**src/rtl/tpu_isa_pkg.sv**
```systemverilog
// Shared ISA definitions for the tiny processor pipeline.
// Holds the opcode encodings, instruction field positions, default widths
// and the fetch-stage state type.
package tpu_isa_pkg;

  localparam int ADDR_W_DEF = 6;
  localparam int DATA_W_DEF = 8;

  localparam logic [1:0] OP_ALU  = 2'b00;
  localparam logic [1:0] OP_ADD  = 2'b01;
  localparam logic [1:0] OP_MOVC = 2'b10;
  localparam logic [1:0] OP_JMP  = 2'b11;

  localparam int OPC_MSB     = 7;
  localparam int OPC_LSB     = 6;
  localparam int JMP_TGT_MSB = 5;
  localparam int JMP_TGT_LSB = 0;

  typedef enum logic [0:0] {
    FETCH = 1'b0,
    HALT  = 1'b1
  } fetch_state_t;

  // True when the instruction word carries the JMP opcode.
  function automatic logic is_jmp(input logic [7:0] instr);
    return instr[OPC_MSB:OPC_LSB] == OP_JMP;
  endfunction

endpackage

```
**src/rtl/fetch_pc.sv**
```systemverilog
// Program counter register for the fetch stage.
// A load (jump) takes priority over an increment; the increment wraps
// naturally at 2^ADDR_W.
module fetch_pc #(
  parameter int                ADDR_W   = 6,
  parameter logic [ADDR_W-1:0] RESET_PC = '0
) (
  input  logic              clk_i,
  input  logic              rst_n_i,
  input  logic              inc_i,
  input  logic              load_i,
  input  logic [ADDR_W-1:0] load_val_i,
  output logic [ADDR_W-1:0] pc_o
);

  logic [ADDR_W-1:0] pc_q;
  logic [ADDR_W-1:0] pc_d;

  // Next PC: jump target, sequential successor, or hold.
  always_comb begin
    pc_d = pc_q;
    if (load_i) begin
      pc_d = load_val_i;
    end else if (inc_i) begin
      pc_d = pc_q + ADDR_W'(1);
    end
  end

  // PC register with synchronous active-low reset.
  always_ff @(posedge clk_i) begin
    if (!rst_n_i) begin
      pc_q <= RESET_PC;
    end else begin
      pc_q <= pc_d;
    end
  end

  assign pc_o = pc_q;

endmodule

```
**src/rtl/fetch_unit.sv**
```systemverilog
// Instruction fetch stage sitting after the combinational program ROM.
// Drives the ROM address from the PC, resolves JMP locally and hands every
// other instruction downstream through a one-entry valid/ready register.
// Optional feature macro: HALT_DETECT_EN (self-loop JMP stops fetching).
module fetch_unit
  import tpu_isa_pkg::*;
#(
  parameter int                ADDR_W   = ADDR_W_DEF,
  parameter int                DATA_W   = DATA_W_DEF,
  parameter logic [ADDR_W-1:0] RESET_PC = '0
) (
  input  logic              clk_i,
  input  logic              rst_n_i,
  input  logic              run_i,
  output logic [ADDR_W-1:0] addr_o,
  input  logic [DATA_W-1:0] data_i,
  output logic [DATA_W-1:0] instr_o,
  output logic              instr_valid_o,
  input  logic              instr_ready_i,
  output logic [ADDR_W-1:0] instr_pc_o,
  output logic              halted_o
);

  logic [DATA_W-1:0] instr_q, instr_d;
  logic [ADDR_W-1:0] instr_pc_q, instr_pc_d;
  logic              valid_q, valid_d;
  logic [ADDR_W-1:0] pc;
  logic              slot_free;
  logic              fetch_en;
  logic              data_is_jmp;
  logic [ADDR_W-1:0] jmp_tgt;

  assign slot_free   = !valid_q || instr_ready_i;
  assign data_is_jmp = is_jmp(data_i[7:0]);
  assign jmp_tgt     = ADDR_W'(data_i[JMP_TGT_MSB:JMP_TGT_LSB]);

`ifdef HALT_DETECT_EN
  localparam logic [0:0] ST_FETCH = 1'(FETCH);
  localparam logic [0:0] ST_HALT  = 1'(HALT);

  logic [0:0] state_q, state_d;

  assign fetch_en = run_i && slot_free && (state_q == ST_FETCH);

  // A fetched JMP back onto its own address parks the stage in HALT for good.
  always_comb begin
    state_d = state_q;
    if (fetch_en && data_is_jmp && (jmp_tgt == pc)) begin
      state_d = ST_HALT;
    end
  end

  // State register; only reset leaves HALT.
  always_ff @(posedge clk_i) begin
    if (!rst_n_i) begin
      state_q <= ST_FETCH;
    end else begin
      state_q <= state_d;
    end
  end

  assign halted_o = (state_q == ST_HALT);
`else
  assign fetch_en = run_i && slot_free;
  assign halted_o = 1'b0;
`endif

  // Output slot: load a non-JMP fetch, otherwise drain an accepted entry.
  // A JMP fetch implies the slot was free, so it falls into the drain path
  // and produces the one-cycle bubble.
  always_comb begin
    instr_d    = instr_q;
    instr_pc_d = instr_pc_q;
    valid_d    = valid_q;
    if (fetch_en && !data_is_jmp) begin
      instr_d    = data_i;
      instr_pc_d = pc;
      valid_d    = 1'b1;
    end else if (valid_q && instr_ready_i) begin
      valid_d = 1'b0;
    end
  end

  // Output slot registers.
  always_ff @(posedge clk_i) begin
    if (!rst_n_i) begin
      instr_q    <= '0;
      instr_pc_q <= '0;
      valid_q    <= 1'b0;
    end else begin
      instr_q    <= instr_d;
      instr_pc_q <= instr_pc_d;
      valid_q    <= valid_d;
    end
  end

  fetch_pc #(
    .ADDR_W   (ADDR_W),
    .RESET_PC (RESET_PC)
  ) u_pc (
    .clk_i      (clk_i),
    .rst_n_i    (rst_n_i),
    .inc_i      (fetch_en && !data_is_jmp),
    .load_i     (fetch_en && data_is_jmp),
    .load_val_i (jmp_tgt),
    .pc_o       (pc)
  );

  assign addr_o        = pc;
  assign instr_o       = instr_q;
  assign instr_pc_o    = instr_pc_q;
  assign instr_valid_o = valid_q;

endmodule
```
**config.mk**
```make
export PLATFORM = sky130hd
export DESIGN_NAME = fetch_unit
export DESIGN_NICKNAME = d
export VERILOG_FILES = /design/src/rtl/tpu_isa_pkg.sv /design/src/rtl/fetch_pc.sv /design/src/rtl/fetch_unit.sv
export SDC_FILE = /design/constraint.sdc
export NUM_CORES = 1
export LEC_CHECK = 0
export ABC_CLOCK_PERIOD_IN_PS = 3200
export CAP_MARGIN = 20
export CORE_MARGIN = 8
export CORE_UTILIZATION = 46
export DETAILED_ROUTE_END_ITERATION = 10
export PLACE_DENSITY = 0.9
export SLEW_MARGIN = 20
export SYNTH_ARGS = -nofsm -noshare
export SYNTH_HDL_FRONTEND = slang
export SYNTH_SLANG_ARGS = --single-unit
```
**constraint.sdc**
```tcl
create_clock -name clk_i -period 3.2 [get_ports clk_i]
set_clock_uncertainty 0.2 [all_clocks]
set_input_delay 0.8 -clock clk_i [delete_from_list [all_inputs] [get_ports clk_i]]
set_output_delay 0.8 -clock clk_i [all_outputs]
set_load 0.05 [all_outputs]
```
== After elaboration in Yosys (flattened, before gate mapping) ==
Cells that the tools add are included.

* Register bits after elaboration: 21
* Latch bits: 0
* Bits in writable memories: 0
* Bits in read-only memories: 0
* Input port bits: 12
* Output and inout bits: 22
* Memories: 0

* Add/subtract/negate cells: 1
* Multipliers: 0
* Divide/modulo/power cells: 0
* Magnitude comparators: 0
* Eq/ne operators: 1
* Shift-type cells: 0
* Multiplexer cells: 4
* Bitwise operators: 0
* Reduce and logical (&&, ||, !) cells: 9

{| class="wikitable"
|+ Operators with widths
! operator !! number
|-
| $mux W6 || 2
|-
| $add A6 B1 Y6 const B || 1
|-
| $logic_and A1 B1 Y1 || 4
|-
| $reduce_bool A2 Y1 || 2
|-
| $eq A2 B2 Y1 const B || 1
|-
| $logic_not A1 Y1 || 2
|-
| $mux W1 || 2
|-
| $logic_or A1 B1 Y1 || 1
|}

== Longest topological paths before layout ==
* Depth in word-level cells: 6
* Gate-level depth with buffers: 5

== Cells and area by module ==
From an unflattened synthesis, not the netlist that was laid out.

* Cells, all modules: 105
* Area, all modules: 967.2 um^2

{| class="wikitable"
|+ By module, submodules not included
! module !! times used !! cells an instance !! area each (um^2) !! sequential area each (um^2)
|-
| fetch_unit || 1 || 70 || 654.4 || 300.3
|-
| fetch_pc || 1 || 35 || 312.8 || 120.1
|}

== Worst setup path before layout ==
OpenSTA, ideal clock, no wires.

* Path kind: input to register
* Start: input data_i[7]
* End: register u_pc.pc_q[4] (netlist: u_pc.pc_o[4])
* Arrival time: 1.494 ns
* Data required time: 2.881 ns
* Slack: 1.387 ns
* Stages: 5
* Path buffers: 1
* Cells stage by stage: and2_1 buf_6 a311o_1 o211ai_2 a21oi_2

* Longest elaborated chain between the ends: 4
* Elaborated cells between the ends (all ways): 6
* Classes of those cells: eq/ne: 1; mux: 1; reduce/logical: 4

{| class="wikitable"
|+ Ends and longest elaborated chain
! item !! line !! text
|-
| start, declared || fetch_unit.sv:16 || <nowiki>input logic [DATA_W-1:0] data_i,</nowiki>
|-
| $eq A2 B2 Y1 (*) || tpu_isa_pkg.sv:26 || <nowiki>return instr[OPC_MSB:OPC_LSB] == OP_JMP;</nowiki>
|-
| $logic_not A1 Y1 || fetch_unit.sv:103 || <nowiki>.inc_i (fetch_en && !data_is_jmp),</nowiki>
|-
| $logic_and A1 B1 Y1 || fetch_unit.sv:103 ||
|-
| $reduce_bool A2 Y1 (no source line) || -- ||
|-
| end signal, assigned || fetch_pc.sv:34 || <nowiki>pc_q <= pc_d;</nowiki>
|-
| end, declared || fetch_pc.sv:16 || <nowiki>logic [ADDR_W-1:0] pc_q;</nowiki>
|}

Mark *: on every way between the ends. The rest lies on a longest branch, timed or not.
A chain may end at the register's enable or synchronous reset.

== Worst setup path in the final report ==
* Start: register u_pc.pc_q[4] (netlist: u_pc.pc_o[4])
* End: output addr_o[4]

{| class="wikitable"
|+ RTL lines
! item !! line !! text
|-
| end, declared || fetch_unit.sv:15 || <nowiki>output logic [ADDR_W-1:0] addr_o,</nowiki>
|}

No word-level cell between the ends.

==> flow_summary.toml <==
[drt]
vias = 847
routedWlPerCell_um = 14.9
drt_iter0_markers = 14
dr.pass1.iters = 4
drt-total-wl_um = 2380
ant_nets = 0
drc = 0
via_per_inst = 5.33

[grt]
track_usage_pct = 11.9
grt_max_degree = 23
antenna_found_initial = 0
grt_pass1_vias = 846
grt_pass1_wl_um = 3900
grt_overflow = 0

[yosys]
synth-compound-area-share_pct = 16.5
yosysTopAreaCellShare_pct = 42.4
synthAdderAreaFrac_pct = 1.26
synth_cell_types = 35
synth-edff-count = 0
async_flop_share_pct = 0
synth_area_leader_cell = "dfxtp_1"
synthMuxAreaShare_pct = 10.1
synthTopCellsByArea = "dfxtp_1 (42%), mux2i_1 (10%), nor2b_1 (6.9%)"
netlist_area_um2 = 992
yosys-top-cells-count = "dfxtp_1 (21), nor2b_1 (11), mux2i_1 (10), nand2_1 (10), nand3_1 (7)"
yosys.area_share.simple_pct = 23.7
synth_top_family_by_area = "simple AND/OR/NAND/NOR gates"
synth.avg_cell_area_um2 = 9.82
synth_xor_area_share_pct = 0
synth_cells = 101
ys_warn_count = 0
ys_seq_area_share_pct = 42.4
syn_nets = 114
synth_top_flop_cell = "dfxtp_1"
yosysMostFrequentCell = "dfxtp_1"
yosys_register_bits = 21

[critical_path]
start_kind = "flop"
max_stage_delay_ns = 0.87
path_max_fanout = 7
crit_type = "flop to output port"
cp_slowest_cell = "clkdlybuf4s50_1"
cp_top_family = "buffers and inverters"
critPathRequiredTime_ns = 2.20
cp_cell_sequence = "clkdlybuf4s50_1"
end_kind = "output port"
worst-path-buf-inv = 1
cp.arrival_ns = 1.66

[clock_network]
cts.sinks = 21
root_buffer = "clkbuf_4"
htree_num_levels = 1
numCtsBuffers = 3
postCtsResizedCells = 0
clock_latency_ns = 0.30
clk_path_buf_depth = 2
clk_pin_slew_worst_paths_ns = 0.11
post_cts_buffers = 0
cts_hold_buf = 0
tritoncts = "yes"

[pwr]
power_density_nw_per_um2 = 425
ir_worst_vdd_mv = 0.305
p_leak_nw = 0.519

[die]
dieHeight_um = 62.4
core-area_um2 = 2130
fp-row-count = 17
start_util_pct = 46.6
pin_count = 34
die_w_um = 62.4
dieArea_um2 = 3900

[sta]
worst_pin_slew_ns = 0.669
final-setup-viol-count = 0
fin_crit_sh_pct = 83.1
hold_viol = 0
rsz0062_at_grt = "false"
fin_setup_tns_ns = 0
slew_violations = 0
max-slew-margin-rel_pct = 55.2
fin_crit_ns = 2.66
max_freq_mhz = 376
fin_ws_ns = 0.542

[job]
drv_cap = 0

[final_layout]
fin_util_pct = 61.9
area_delta_synth_final_pct = 32.8
drive_gt1_share_pct = 7.63
design_area_um2 = 1320
instances_no_fill = 159
antenna_cells = 0
final_nets = 145

[placement]
place_inst = 155
hpwl_um = 1770
place_congestion = 0.767
portBuffers = 32
place_ws_ns = 0.790
post_dp_cell_area_um2 = 1290

[worst_hold_path]
min_path_type = "flop to flop"

[run_status]
status = "finished, final reports clean"
==> worst paths after layout <==
kind	from	end	slack (ns)	cells past startpoint
setup / recovery	u_pc.pc_o[4]$_SDFFE_PN0P_	addr_o[4]	0.54	1
hold / removal	instr_o[3]$_SDFFE_PN0P_	instr_o[3]$_SDFFE_PN0P_	0.28	2
setup reg to reg	u_pc.pc_o[0]$_SDFFE_PN0P_	u_pc.pc_o[4]$_SDFFE_PN0P_	1.72	4
hold reg to reg	instr_o[3]$_SDFFE_PN0P_	instr_o[3]$_SDFFE_PN0P_	0.28	2
==> registers in the layout (all words and copies together), names as in the netlist <==
signal	flops
instr_o	8
instr_pc_o	6
instr_valid_o	1
u_pc.pc_o	6
==> cell type report <==
type	count	area (µm²)
multi-input cells	74	515
clock buffers	4	26.3
repair buffers	32	320
flip-flops and latches	21	420
fillers	183	810
well taps	28	35.0
==> layer usage <==
metal	part of all wire (%)	vias to the layer above	GRT usage, %
met5	0	-	0
met4	3.1	0	7.69
met3	6.0	9	3.23
met2	46	35	18.9
met1	45	386	13.7
li1	-	417	-
==> layout by cell type, fill, tap and decap left out, types with 3 or more instances in the layout <==
cell	Yosys	final
nand3_1	7	7
nor2_1	4	4
clkbuf_4	0	3
nand2_1	10	10
nor2b_1	11	11
mux2i_1	10	10
clkdlybuf4s50_1	0	32
dfxtp_1	21	21
a21oi_1	3	3
a21boi_0	3	3
==> power by group <==
group	leakage, nW	switching [mW]	internal [mW]
logic	0.332	0.0887	0.0574
registers	0.172	0.0125	0.275
clock network	0.0150	0.0777	0.0486
total	0.519	0.179	0.381
==> stage by stage <==
| stage | hold slack [ns] | power, mW |
|---|---|---|
| 2_1_floorplan | 0.474 | 0.393 |
| 3_3_place_gp | 0.258 | 0.437 |
| 3_5_place_dp | 0.271 | 0.439 |
| 4_1_cts | 0.288 | 0.565 |
| 5_1_grt | 0.326 | 0.586 |
| 6_report | 0.281 | 0.560 |
==> logic make-up (layout without fill, tap and decap cells) <==
family,count (synthesis),count (layout)
buf+inv,6,36
flops,21,21
fa+ha+maj,1,1
other cells,1,1
simple gates,41,41
mux,10,10
compound gates,21,21
Power figures use the tool's default switching activity.
